`config.mk`:
```
export PLATFORM = sky130hd
export DESIGN_NAME = display_write_arbiter_flat
export DESIGN_NICKNAME = d
export VERILOG_FILES = /design/src/rtl/display_write_if.sv /design/src/rtl/display_write_arbiter.sv /design/src/flat_wrapper.sv
export SDC_FILE = /design/constraint.sdc
export NUM_CORES = 1
export LEC_CHECK = 0
export CORE_ASPECT_RATIO = 2
export CORE_MARGIN = 3
export CORE_UTILIZATION = 25
export DETAILED_ROUTE_END_ITERATION = 8
export PLACE_DENSITY = 0.41
export SYNTH_ARGS = -nofsm -noshare
export SYNTH_HDL_FRONTEND = slang
export SYNTH_SLANG_ARGS = --single-unit
```
`constraint.sdc`:
```
create_clock -name clk -period 2.3 [get_ports clk]
set_clock_uncertainty 0.2 [all_clocks]
set_input_delay 0.575 -clock clk [delete_from_list [all_inputs] [get_ports clk]]
set_output_delay 0.575 -clock clk [all_outputs]
set_load 0.01 [all_outputs]
```
`src/rtl/display_write_if.sv`:
```
// Bus bundle between the display write arbiter and its CPU / clear / display-RAM neighbours.
// The arbiter owns the slave side; the CPU-facing stimulus owns the master side.

interface display_write_if #(
    parameter int FIFO_DEPTH = 4
);
    localparam int LW = $clog2(FIFO_DEPTH) + 1;

    logic          cpu_we;
    logic [13:0]   cpu_data;
    logic          cpu_ready;
    logic          clr_req;
    logic [2:0]    clr_color;
    logic          clr_busy;
    logic          disp_we;
    logic [13:0]   disp_data;
    logic [LW-1:0] fifo_level;
    logic          err_drop;

    modport master (
        output cpu_we,
        output cpu_data,
        output clr_req,
        output clr_color,
        input  cpu_ready,
        input  clr_busy,
        input  disp_we,
        input  disp_data,
        input  fifo_level,
        input  err_drop
    );

    modport slave (
        input  cpu_we,
        input  cpu_data,
        input  clr_req,
        input  clr_color,
        output cpu_ready,
        output clr_busy,
        output disp_we,
        output disp_data,
        output fifo_level,
        output err_drop
    );
endinterface

```
`src/rtl/display_write_arbiter.sv`:
```
// Sole owner of the block-colour display write port: drains buffered CPU stores and runs the
// full-screen clear sweep. Optional macro DISPLAY_COORD_CHECK_EN discards out-of-grid stores.

module display_write_arbiter #(
    parameter int FIFO_DEPTH = 4,
    parameter int GRID_W     = 40,
    parameter int GRID_H     = 30
) (
    input  logic           clk,
    input  logic           rst_n,
    display_write_if.slave bus
);
    localparam int AW = $clog2(FIFO_DEPTH);
    localparam int LW = AW + 1;

    localparam logic [5:0]    X_LAST_C = 6'(GRID_W - 1);
    localparam logic [4:0]    Y_LAST_C = 5'(GRID_H - 1);
    localparam logic [LW-1:0] FULL_C   = LW'(FIFO_DEPTH);
    localparam logic [LW-1:0] ONE_C    = LW'(1'b1);
    localparam logic [LW-1:0] ZERO_C   = {LW{1'b0}};

    typedef enum logic [1:0] {
        IDLE  = 2'd0,
        DRAIN = 2'd1,
        CLEAR = 2'd2
    } state_t;

    state_t         state_r;
    state_t         state_s;

    logic [13:0]    mem_r [FIFO_DEPTH];
    logic [AW-1:0]  wr_ptr_r;
    logic [AW-1:0]  rd_ptr_r;
    logic [LW-1:0]  count_r;

    logic [5:0]     x_r;
    logic [5:0]     x_s;
    logic [4:0]     y_r;
    logic [4:0]     y_s;
    logic [2:0]     clr_color_r;
    logic [2:0]     clr_color_s;

    logic           disp_we_r;
    logic           disp_we_s;
    logic [13:0]    disp_data_r;
    logic [13:0]    disp_data_s;
    logic           clr_busy_r;
    logic           err_drop_r;

    logic           full_s;
    logic           empty_s;
    logic           cpu_ready_s;
    logic           coord_bad_s;
    logic           push_s;
    logic           drop_s;
    logic           pop_s;

    // FIFO status and the accept / drop decision for the incoming CPU store.
    always_comb begin
        full_s      = (count_r == FULL_C);
        empty_s     = (count_r == ZERO_C);
        cpu_ready_s = !full_s && (state_r != DRAIN);
`ifdef DISPLAY_COORD_CHECK_EN
        coord_bad_s = (bus.cpu_data[10:5] > X_LAST_C) || (bus.cpu_data[4:0] > Y_LAST_C);
`else
        coord_bad_s = 1'b0;
`endif
        push_s = bus.cpu_we && cpu_ready_s && !coord_bad_s;
        drop_s = bus.cpu_we && (!cpu_ready_s || coord_bad_s);
    end

    // Next-state, pop and display-write selection.
    always_comb begin
        state_s     = state_r;
        pop_s       = 1'b0;
        disp_we_s   = 1'b0;
        disp_data_s = disp_data_r;
        x_s         = x_r;
        y_s         = y_r;
        clr_color_s = clr_color_r;
        case (state_r)
            IDLE: begin
                if (!empty_s) begin
                    pop_s       = 1'b1;
                    disp_we_s   = 1'b1;
                    disp_data_s = mem_r[rd_ptr_r];
                end else begin
                    pop_s       = 1'b0;
                end
                // The FIFO is empty after this edge only if at most one entry is popped and none pushed.
                if (bus.clr_req) begin
                    clr_color_s = bus.clr_color;
                    if (!push_s && (count_r <= ONE_C)) begin
                        state_s = CLEAR;
                    end else begin
                        state_s = DRAIN;
                    end
                end else begin
                    state_s = IDLE;
                end
            end
            DRAIN: begin
                if (!empty_s) begin
                    pop_s       = 1'b1;
                    disp_we_s   = 1'b1;
                    disp_data_s = mem_r[rd_ptr_r];
                    if (count_r == ONE_C) begin
                        state_s = CLEAR;
                    end else begin
                        state_s = DRAIN;
                    end
                end else begin
                    state_s = CLEAR;
                end
            end
            CLEAR: begin
                disp_we_s   = 1'b1;
                disp_data_s = {clr_color_r, x_r, y_r};
                if (x_r == X_LAST_C) begin
                    x_s = 6'd0;
                    if (y_r == Y_LAST_C) begin
                        y_s     = 5'd0;
                        state_s = IDLE;
                    end else begin
                        y_s     = y_r + 5'd1;
                        state_s = CLEAR;
                    end
                end else begin
                    x_s     = x_r + 6'd1;
                    y_s     = y_r;
                    state_s = CLEAR;
                end
            end
            default: begin
                state_s = IDLE;
                x_s     = 6'd0;
                y_s     = 5'd0;
            end
        endcase
    end

    // FSM state, sweep counters, latched colour and registered display/status outputs.
    always_ff @(posedge clk or negedge rst_n) begin
        if (!rst_n) begin
            state_r     <= IDLE;
            x_r         <= 6'd0;
            y_r         <= 5'd0;
            clr_color_r <= 3'd0;
            disp_we_r   <= 1'b0;
            disp_data_r <= 14'd0;
            clr_busy_r  <= 1'b0;
            err_drop_r  <= 1'b0;
        end else begin
            state_r     <= state_s;
            x_r         <= x_s;
            y_r         <= y_s;
            clr_color_r <= clr_color_s;
            disp_we_r   <= disp_we_s;
            disp_data_r <= disp_data_s;
            clr_busy_r  <= (state_s != IDLE);
            err_drop_r  <= err_drop_r || drop_s;
        end
    end

    // CPU store buffer: circular storage with pointers that wrap on the power-of-two depth.
    always_ff @(posedge clk or negedge rst_n) begin
        if (!rst_n) begin
            for (int i = 0; i < FIFO_DEPTH; i++) begin
                mem_r[i] <= 14'd0;
            end
            wr_ptr_r <= {AW{1'b0}};
            rd_ptr_r <= {AW{1'b0}};
            count_r  <= ZERO_C;
        end else begin
            if (push_s) begin
                mem_r[wr_ptr_r] <= bus.cpu_data;
                wr_ptr_r        <= wr_ptr_r + AW'(1'b1);
            end else begin
                wr_ptr_r        <= wr_ptr_r;
            end
            if (pop_s) begin
                rd_ptr_r <= rd_ptr_r + AW'(1'b1);
            end else begin
                rd_ptr_r <= rd_ptr_r;
            end
            count_r <= count_r + LW'(push_s) - LW'(pop_s);
        end
    end

    assign bus.cpu_ready  = cpu_ready_s;
    assign bus.clr_busy   = clr_busy_r;
    assign bus.disp_we    = disp_we_r;
    assign bus.disp_data  = disp_data_r;
    assign bus.fifo_level = count_r;
    assign bus.err_drop   = err_drop_r;

endmodule

```
`src/flat_wrapper.sv`:
```
// flat-port wrapper written by rule: the top's interface ports become plain ports
module display_write_arbiter_flat 
#(
    parameter int FIFO_DEPTH = 4,
    parameter int GRID_W     = 40,
    parameter int GRID_H     = 30
)
  (clk, rst_n, bus_cpu_we, bus_cpu_data, bus_clr_req, bus_clr_color, bus_cpu_ready, bus_clr_busy, bus_disp_we, bus_disp_data, bus_fifo_level, bus_err_drop);
  display_write_if #(.FIFO_DEPTH(FIFO_DEPTH)) bus_i ();
  input  logic clk;
  input  logic rst_n;
  input wire logic [$bits(bus_i.cpu_we)-1:0] bus_cpu_we;
  input wire logic [$bits(bus_i.cpu_data)-1:0] bus_cpu_data;
  input wire logic [$bits(bus_i.clr_req)-1:0] bus_clr_req;
  input wire logic [$bits(bus_i.clr_color)-1:0] bus_clr_color;
  output wire logic [$bits(bus_i.cpu_ready)-1:0] bus_cpu_ready;
  output wire logic [$bits(bus_i.clr_busy)-1:0] bus_clr_busy;
  output wire logic [$bits(bus_i.disp_we)-1:0] bus_disp_we;
  output wire logic [$bits(bus_i.disp_data)-1:0] bus_disp_data;
  output wire logic [$bits(bus_i.fifo_level)-1:0] bus_fifo_level;
  output wire logic [$bits(bus_i.err_drop)-1:0] bus_err_drop;
  assign bus_i.cpu_we = bus_cpu_we;
  assign bus_i.cpu_data = bus_cpu_data;
  assign bus_i.clr_req = bus_clr_req;
  assign bus_i.clr_color = bus_clr_color;
  assign bus_cpu_ready = bus_i.cpu_ready;
  assign bus_clr_busy = bus_i.clr_busy;
  assign bus_disp_we = bus_i.disp_we;
  assign bus_disp_data = bus_i.disp_data;
  assign bus_fifo_level = bus_i.fifo_level;
  assign bus_err_drop = bus_i.err_drop;
  display_write_arbiter #(.FIFO_DEPTH(FIFO_DEPTH), .GRID_W(GRID_W), .GRID_H(GRID_H)) u_core (.clk(clk), .rst_n(rst_n), .bus(bus_i));
endmodule
```
==> impl_metrics.py, run 1 <==
metrics = {
    "status": {
        "status": "complete, no violations",
    },
    "yosys": {
        "synthDistinctLibCells": 44,
        "ys_ff_latch": 96,
        "yosysWarnings": 0,
        "synthArstFlopShare_pct": 100,
        "syn_avg_cell_area_um2": 14.1,
        "netlist_area_um2": 4610,
        "synth-seq-area-share_pct": 52.1,
        "syn_inst": 327,
        "synthFlopType": "dfrtp_1",
        "synth_edf_count": 0,
        "synthesis.nets": 360,
    },
    "detailed_routing": {
        "drtPass1Iterations": 4,
        "wl_per_cell_um": 18.3,
        "routed.top_layer": "met4",
        "drtIter0Drc": 127,
        "wl_um": 11000,
        "dr_wl_met3_um": 252,
        "wl_met1_um": 4260,
        "viasPerCell": 4.69,
        "route.detailed.drc": 0,
        "num_vias": 2814,
        "ant_nets": 0,
        "wl_met2_um": 6240,
    },
    "power_and_ir_drop": {
        "p_per_area_nw_per_um2": 1470,
        "peakVddDrop_v": 0.000490,
        "p_leak_nw": 2.57,
    },
    "clock_tree": {
        "h-tree-depth": 3,
        "clk_pin_slew_ns": 0.06,
        "cts_tree": "built",
        "ctsLongestPathBuffers": 2,
        "cts-root-buf": "clkbuf_16",
        "clkLatencyLatePin_ns": 0.34,
        "numCtsBuffers": 9,
        "clkSinkCount": 96,
    },
    "floorplan": {
        "num_rows": 69,
        "io_pins": 42,
        "dieWidth_um": 102,
        "die_y_um": 198,
        "die-area_um2": 20200,
        "start_util_pct": 25.7,
        "core_area_um2": 18000,
    },
    "layout": {
        "final_cell_mix": "95 x dfrtp_1, 40 x mux2_4, 39 x clkdlybuf4s50_1",
        "final_common_cell": "dfrtp_1",
        "finalInstanceArea_um2": 5690,
        "final.fill_count": 1813,
        "seqCellArea_um2": 2400,
        "drive_gt1_share_pct": 30.7,
        "multiInputGateArea_um2": 2030,
        "area_delta_synth_final_pct": 23.3,
        "nets": 417,
        "antennaDiodeCount": 0,
    },
    "placement": {
        "port_buffers": 41,
        "place_area_um2": 5350,
        "dp_hpwl_um": 7830,
        "gp_congestion": 0.729,
    },
    "min_path": {
        "hold_depth": 1,
        "hp-class": "reg2reg",
    },
    "setup_path": {
        "cp_top_family": "adder cells",
        "crit_path_cell_trace": "buf_4 -> buf_4 -> nor3_4 -> nor2_2 -> ha_1 -> inv_1 -> ha_1 -> fa_1 -> xnor2_1",
        "path_class": "reg2reg",
        "slowest_stage": "dfrtp_1",
        "start_kind": "flip-flop",
        "cp-end-kind": "flip-flop",
        "critical_path_buf_inv_count": 3,
        "critPathArrivalTime_ns": 2.21,
        "critical_path_depth": 9,
        "slowest_delay_ns": 0.38,
        "reg2regPathDepth": 9,
        "worstPathMaxFanout": 4,
        "required_ns": 2.33,
    },
    "timing": {
        "fmax_mhz": 459,
        "tightest_slew_ns": 0.438,
        "setup_viol": 0,
        "rsz0062_at_grt": "no",
        "period_minus_slack_ns": 2.18,
        "relSlewSlack_pct": 70.8,
        "fin_crit_sh_pct": 94.8,
        "slew_viol_final": 0,
        "hold_viol": 0,
        "holdWs_ns": 0.263,
    },
    "grt": {
        "grt_pass1_wl_um": 17500,
        "track_usage_pct": 11.6,
        "gr-total-overflow": 0,
        "grt_start_max_net_pins": 43,
        "grt_pass1_vias": 3079,
        "antenna_found_initial": 0,
    },
    "run": {
        "drv_cap": 0,
    },
}
==> Yosys cell counts, types with 5 or more instances <==
cell type | n | area share [%]
clkbuf_1 | 10 | 0.81
a21oi_1 | 9 | 0.98
nor3_1 | 6 | 0.65
nand2b_1 | 6 | 0.81
nand3_1 | 5 | 0.54
mux2_4 | 40 | 13
mux2_2 | 19 | 4.6
inv_1 | 13 | 1.1
nand2_1 | 7 | 0.57
o32ai_1 | 7 | 1.3
dfrtp_1 | 96 | 52
o22ai_1 | 7 | 0.95
nor2_1 | 14 | 1.1
o21ai_0 | 13 | 1.4
ha_1 | 11 | 3.0
mux4_2 | 14 | 6.8
==> timing repair <==
item | CTS | global route
gates resized for setup | 3 | 3
buffers inserted | 2 | 0
hold buffers | 1 | 0
hold endpoints to repair | 27 | 0
setup endpoints to repair | 1 | 2
cloned | 0 | 0
pin swaps | 0 | 3
==> path summary, 6_finish.rpt <==
kind / from / endpoint / slack [ns]
worst min register to register: u_core.bus.err_drop / u_core.bus.err_drop / 0.26
worst min-delay path: u_core.bus.err_drop / u_core.bus.err_drop / 0.26
worst max register to register: u_core.bus.fifo_level[0] / u_core.bus.fifo_level[2] / 0.12
worst max-delay path: u_core.bus.fifo_level[0] / u_core.bus.fifo_level[2] / 0.12
min in group asynchronous: rst_n / u_core.mem_r[40] / 0.52
max in group asynchronous: rst_n / u_core.mem_r[24] / 0.79
==> state kept, by name, indices dropped and copies added, names as in the netlist <==
signal                 count
u_core.bus.disp_we         1
u_core.mem_r              56
u_core.rd_ptr_r            2
u_core.bus.clr_busy        1
u_core.state_r             2
u_core.wr_ptr_r            2
u_core.x_r                 6
u_core.bus.disp_data      14
u_core.bus.fifo_level      3
u_core.clr_color_r         3
u_core.bus.err_drop        1
u_core.y_r                 5
==> area by class of cell <==
type | instances | area share [%]
Clock buffer | 11 | 4.27
Clock inverter | 3 | 1.19
Inverter | 13 | 0.858
Multi-Input combinational cell | 200 | 35.7
Sequential cell | 96 | 42.2
Tap cell | 213 | 4.68
Timing Repair Buffer | 64 | 11.0
==> cells by family (layout without fill, tap and decap cells) <==
group                    after synthesis  after routing  synth area share [%]
XOR/XNOR                               5              5                 0.949
buffers and inverters                 31             91                  4.18
flip-flops                            96             96                  52.1
AND/OR/NAND/NOR                       60             60                  7.57
AO/OA/AOI/OAI                         47             47                  6.70
adder cells (fa/ha/maj)               12             12                  3.42
multiplexers                          76             76                  25.1
==> power breakdown <==
part	internal, mW	leakage (nW)	switching (mW)
Combinational	2.19	1.27	1.60
Sequential	2.51	1.15	0.470
Clock	0.972	0.148	0.631
==> through the flow <==
stage               utilization, %  setup TNS (ns)  worst slack (ns)  total power, mW  instances
floorplan                        -               0           0.00825             5.55        327
global placement              29.8           -3.30           -0.0778             6.76        583
detailed placement            29.8           -3.07           -0.0880             6.84        583
CTS                           31.7               0           0.00175             8.53        600
global route                  31.7               0            0.0460             8.96        600
finish                        31.7               0             0.121             8.38        600
==> per-layer routing <==
layer,vias up,GRT usage (%)
li1,1298,-
met1,1460,12.7
met2,44,21.5
met3,12,1.73
met4,0,4.82
met5,-,0
Note: power is estimated with default switching activity, not from simulation.
==> inputs of run 2 (changes only) <==
==> constraint.sdc (replaced) <==
create_clock -name clk -period 2.3 [get_ports clk]
set_clock_uncertainty 0.2 [all_clocks]
set_input_delay 0.345 -clock clk [delete_from_list [all_inputs] [get_ports clk]]
set_output_delay 0.345 -clock clk [all_outputs]
set_load 0.01 [all_outputs]
==> run 2 against run 1 <==
  * Final area about the same
  * First-iteration DRC count decreased by 12%
  * Worst setup slack improved by 0.019 ns
  * Largest cell class unchanged
  * Largest power group unchanged
  * Highest routed layer unchanged
==> impl_metrics.py, run 2 (same netlist as run 1, synthesis figures left out) <==
metrics = {
    "status": {
        "status": "complete, no violations",
    },
    "grt": {
        "grt_pass1_wl_um": 17700,
        "track_usage_pct": 11.6,
        "gr-total-overflow": 0,
        "antenna_found_initial": 0,
        "grt_start_max_net_pins": 49,
        "grt_pass1_vias": 3054,
    },
    "placement": {
        "dp_slack_ns": 0.0959,
        "gp_congestion": 0.792,
        "placedCellCount": 582,
        "place_area_um2": 5330,
        "port_buffers": 41,
        "dp_hpwl_um": 7940,
    },
    "floorplan": {
        "die-area_um2": 20200,
        "dieWidth_um": 102,
        "io_pins": 42,
        "die_y_um": 198,
        "core_area_um2": 18000,
        "start_util_pct": 25.7,
        "num_rows": 69,
    },
    "timing": {
        "setup_viol": 0,
        "fmax_mhz": 463,
        "holdWs_ns": 0.261,
        "rsz0062_at_grt": "no",
        "fin_crit_sh_pct": 93.9,
        "period_minus_slack_ns": 2.16,
        "slew_viol_final": 0,
        "relSlewSlack_pct": 58.8,
        "hold_viol": 0,
        "tightest_slew_ns": 0.612,
        "setup_slack_ns": 0.139,
        "setup_tns_ns": 0,
    },
    "power_and_ir_drop": {
        "p_leak_nw": 2.57,
        "p_per_area_nw_per_um2": 1480,
        "total_power_mw": 8.41,
        "peakVddDrop_v": 0.000485,
    },
    "run": {
        "drv_cap": 0,
    },
    "min_path": {
        "hp-class": "reg2reg",
    },
    "clock_tree": {
        "clk_pin_slew_ns": 0.07,
        "ctsLongestPathBuffers": 2,
        "clkSinkCount": 96,
        "numCtsBuffers": 9,
        "clkLatencyLatePin_ns": 0.34,
        "cts-root-buf": "clkbuf_16",
        "h-tree-depth": 3,
        "cts_tree": "built",
    },
    "layout": {
        "finalInstanceArea_um2": 5690,
        "area_delta_synth_final_pct": 23.3,
        "drive_gt1_share_pct": 30.7,
        "finalNonFillerCells": 601,
        "largest_register_ffs": 56,
        "fin_util_pct": 31.7,
        "regMostFlops": "u_core.mem_r",
        "nets": 416,
        "final_cell_mix": "96 x dfrtp_1, 40 x mux2_4, 39 x clkdlybuf4s50_1",
        "final_common_cell": "dfrtp_1",
        "antennaDiodeCount": 0,
    },
    "detailed_routing": {
        "viasPerCell": 4.64,
        "wl_per_cell_um": 18.1,
        "num_vias": 2789,
        "route.detailed.drc": 0,
        "wl_um": 10900,
        "drtPass1Iterations": 4,
        "ant_nets": 0,
        "drtIter0Drc": 112,
    },
    "setup_path": {
        "required_ns": 2.32,
        "worstPathMaxFanout": 14,
        "r2r_slack_ns": 0.14,
        "critPathArrivalTime_ns": 2.19,
        "path_class": "reg2reg",
        "cp-end-kind": "flip-flop",
        "start_kind": "flip-flop",
    },
}
-- run 2: cell types whose count changed in the layout (fill, tap and decap cells not counted), sizes merged --
cell,before,now
inv,13,14
clkbuf,12,10
clkinv,0,2
buf,23,22
dlygate4sd2,0,1
-- run 2: area by class of cell --
| cell class | count | area (um2) |
|---|---|---|
| Fill cell | 1799 | 12300 |
| Sequential cell | 96 | 2400 |
| Multi-Input combinational cell | 200 | 2030 |
| Timing Repair Buffer | 63 | 612 |
| Tap cell | 213 | 267 |
| Clock buffer | 10 | 239 |
| Clock inverter | 6 | 90.1 |
| Inverter | 13 | 48.8 |
-- run 2: power by group --
group / switching, mW / leakage (nW) / internal (mW)
Clock: 0.650 / 0.159 / 0.987
Sequential: 0.470 / 1.15 / 2.51
Combinational: 1.60 / 1.26 / 2.18
Total: 2.72 / 2.57 / 5.68
-- run 2: timing repair --
action / in CTS / in global routing
setup buffers: 2 / 0
endpoints found under the hold margin: 35 / 0
setup endpoints to repair: 1 / 2
resized for setup: 1 / 2
hold buffers: 1 / 0
-- run 2: worst paths after layout --
check | cells past startpoint | to | startpoint
hold reg to reg | 1 | u_core.bus.err_drop | u_core.bus.err_drop
hold / removal | 1 | u_core.bus.err_drop | u_core.bus.err_drop
setup reg to reg | 5 | u_core.mem_r[29] | u_core.bus.fifo_level[1]
setup / recovery | 5 | u_core.mem_r[29] | u_core.bus.fifo_level[1]
min in group asynchronous | 2 | u_core.clr_color_r[2] | rst_n
max in group asynchronous | 3 | u_core.mem_r[24] | rst_n
-- run 2: metal layers --
metal / track usage [%] / part of all wire, % / vias up
met5: 0 / 0 / -
met4: 4.67 / 1.8 / 0
met3: 1.23 / 2.1 / 8
met2: 21.0 / 57 / 38
met1: 13.6 / 39 / 1430
li1: - / - / 1313
-- run 2: worst max-delay path, cell delays in order, from the launching register on --
cell     delay [ns]
dfrtp_1        0.40
or3b_1         0.39
and3_1         0.26
buf_12         0.17
nand2_4        0.25
mux2_2         0.38
==> inputs of run 3 (changes only) <==
- SETUP_SLACK_MARGIN: unset -> 0.2
==> run 3 against run 2 <==
  * Global-route usage up 0.19 points
  * First-iteration DRC count down 16%
  * Cell count up 1.0%
  * Register-to-register slack better by 0.12 ns
  * Sequential cell count unchanged
  * Highest routed layer unchanged
  * Final area up 1.2%
  * Via count up 3.4%
==> impl_metrics.py, run 3 (same netlist as run 1, synthesis figures left out) <==
metrics = {
    "layout": {
        "regMostFlops": "u_core.mem_r",
        "drive_gt1_share_pct": 33.5,
        "final.fill_count": 1831,
        "largest_register_ffs": 56,
        "final_cell_mix": "93 x dfrtp_1, 40 x mux2_4, 39 x clkdlybuf4s50_1",
        "final_common_cell": "dfrtp_1",
        "antennaDiodeCount": 0,
        "fin_util_pct": 32.1,
        "finalNonFillerCells": 607,
        "area_delta_synth_final_pct": 24.9,
        "finalInstanceArea_um2": 5760,
        "nets": 422,
    },
    "clock_tree": {
        "clkLatencyLatePin_ns": 0.35,
        "clkSinkCount": 96,
        "numCtsBuffers": 9,
        "clk_pin_slew_ns": 0.07,
        "h-tree-depth": 3,
        "ctsLongestPathBuffers": 2,
        "cts-root-buf": "clkbuf_16",
        "cts_tree": "built",
    },
    "floorplan": {
        "die-area_um2": 20200,
        "io_pins": 42,
        "start_util_pct": 25.7,
        "num_rows": 69,
        "core_area_um2": 18000,
        "dieWidth_um": 102,
        "die_y_um": 198,
    },
    "power_and_ir_drop": {
        "peakVddDrop_v": 0.000445,
        "p_sw_share_pct": 34.8,
        "clock_power_share_pct": 17.4,
        "p_seq_share_pct": 35.4,
        "combPwrFrac_pct": 47.3,
        "p_leak_nw": 2.57,
        "p_switching_mw": 2.94,
        "intPower_mw": 5.52,
        "p_per_area_nw_per_um2": 1470,
    },
    "detailed_routing": {
        "wl_per_cell_um": 19.2,
        "viasPerCell": 4.75,
        "wl_um": 11700,
        "drtIter0Drc": 94,
        "drtPass1Iterations": 6,
        "num_vias": 2885,
        "ant_nets": 0,
        "route.detailed.drc": 0,
    },
    "timing": {
        "relSlewSlack_pct": 64.0,
        "tightest_slew_ns": 0.539,
        "setup_viol": 0,
        "hold_viol": 0,
        "rsz0062_at_grt": "yes",
        "slew_viol_final": 0,
        "setup_tns_ns": 0,
        "period_minus_slack_ns": 2.04,
        "fin_crit_sh_pct": 88.6,
        "fmax_mhz": 491,
    },
    "placement": {
        "port_buffers": 41,
        "place_area_um2": 5350,
        "gp_congestion": 0.748,
        "placedCellCount": 582,
        "dp_hpwl_um": 7790,
    },
    "setup_path": {
        "start_kind": "flip-flop",
        "crit_path_cell_trace": "buf_4 -> nor3_4 -> nor2_2 -> ha_1 -> inv_1 -> ha_2 -> fa_2",
        "slowest_stage": "fa_2",
        "cp_top_family": "adder cells",
        "cp-end-kind": "flip-flop",
        "required_ns": 2.38,
        "slowest_delay_ns": 0.51,
        "path_class": "reg2reg",
        "critPathArrivalTime_ns": 2.12,
        "worstPathMaxFanout": 5,
        "critical_path_buf_inv_count": 2,
    },
    "grt": {
        "grt_pass1_vias": 3192,
        "antenna_found_initial": 0,
        "track_usage_pct": 11.8,
        "gr-total-overflow": 0,
        "grt_pass1_wl_um": 17900,
        "grt_start_max_net_pins": 38,
    },
    "min_path": {
        "hp-class": "reg2reg",
    },
    "run": {
        "drv_cap": 0,
    },
    "status": {
        "status": "complete, no violations",
    },
}
[run 3: cell types whose count changed in the layout (fill, tap and decap cells not counted), sizes merged]
| cell | before | now |
|---|---|---|
| buf | 22 | 24 |
| bufinv | 2 | 0 |
| clkbuf | 10 | 9 |
| clkdlybuf4s15 | 0 | 1 |
| clkinv | 2 | 1 |
| dlygate4sd2 | 1 | 0 |
| inv | 14 | 18 |
| nand2 | 11 | 15 |
[run 3: repair_timing]
action,4_1_cts,5_1_grt
hold buffers,1,0
setup endpoints to repair,57,61
hold endpoints to repair,34,0
pin swaps,0,7
buffers inserted,1,3
cloned,0,4
resized for setup,2,9
[run 3: path summary, 6_finish.rpt]
check,startpoint,slack (ns),end,cells after the start
min,u_core.bus.err_drop,0.27,u_core.bus.err_drop,1
max in group asynchronous,rst_n,0.91,u_core.mem_r[54],3
max,u_core.bus.fifo_level[0],0.26,u_core.bus.fifo_level[1],7
min reg2reg,u_core.bus.err_drop,0.27,u_core.bus.err_drop,1
max reg2reg,u_core.bus.fifo_level[0],0.26,u_core.bus.fifo_level[1],7
min in group asynchronous,rst_n,0.32,u_core.x_r[2],2
[run 3: per-stage QoR]
step	hold WS (ns)	total power [mW]	setup slack, ns
floorplan	-0.151	5.58	0.206
global placement	0.162	6.80	0.101
detailed placement	0.161	6.86	0.120
CTS	0.270	8.38	0.140
global route	0.287	9.08	0.192
finish	0.266	8.47	0.263
[run 3: area by class of cell]
class                           count  area, um2  share of cell area [%]
Sequential cell                    96       2410                    41.8
Multi-Input combinational cell    204       2120                    36.9
Timing Repair Buffer               65        632                    11.0
Tap cell                          213        267                    4.63
Clock buffer                        9        225                    3.91
Clock inverter                      7       60.1                    1.04
Inverter                           13       48.8                   0.847
[run 3: layer usage]
metal | vias to the layer above | global-route usage (%) | wire [um]
met4 | 0 | 4.96 | 333
met2 | 36 | 21.7 | 6540
met1 | 1511 | 12.9 | 4530
li1 | 1326 | - | -
met3 | 12 | 2.05 | 278
met5 | - | 0 | 0
[run 3: power groups by stage]
| stage | combinational (mW) | sequential, mW | clock, mW |
|---|---|---|---|
| after detailed placement | 3.82 | 3.04 | 0 |
| after CTS | 3.85 | 3.00 | 1.52 |
| after global routing | 4.38 | 3.10 | 1.60 |
| final | 4.00 | 2.99 | 1.47 |
| after floorplan | 2.60 | 2.98 | 0 |
| after global placement | 3.79 | 3.01 | 0 |
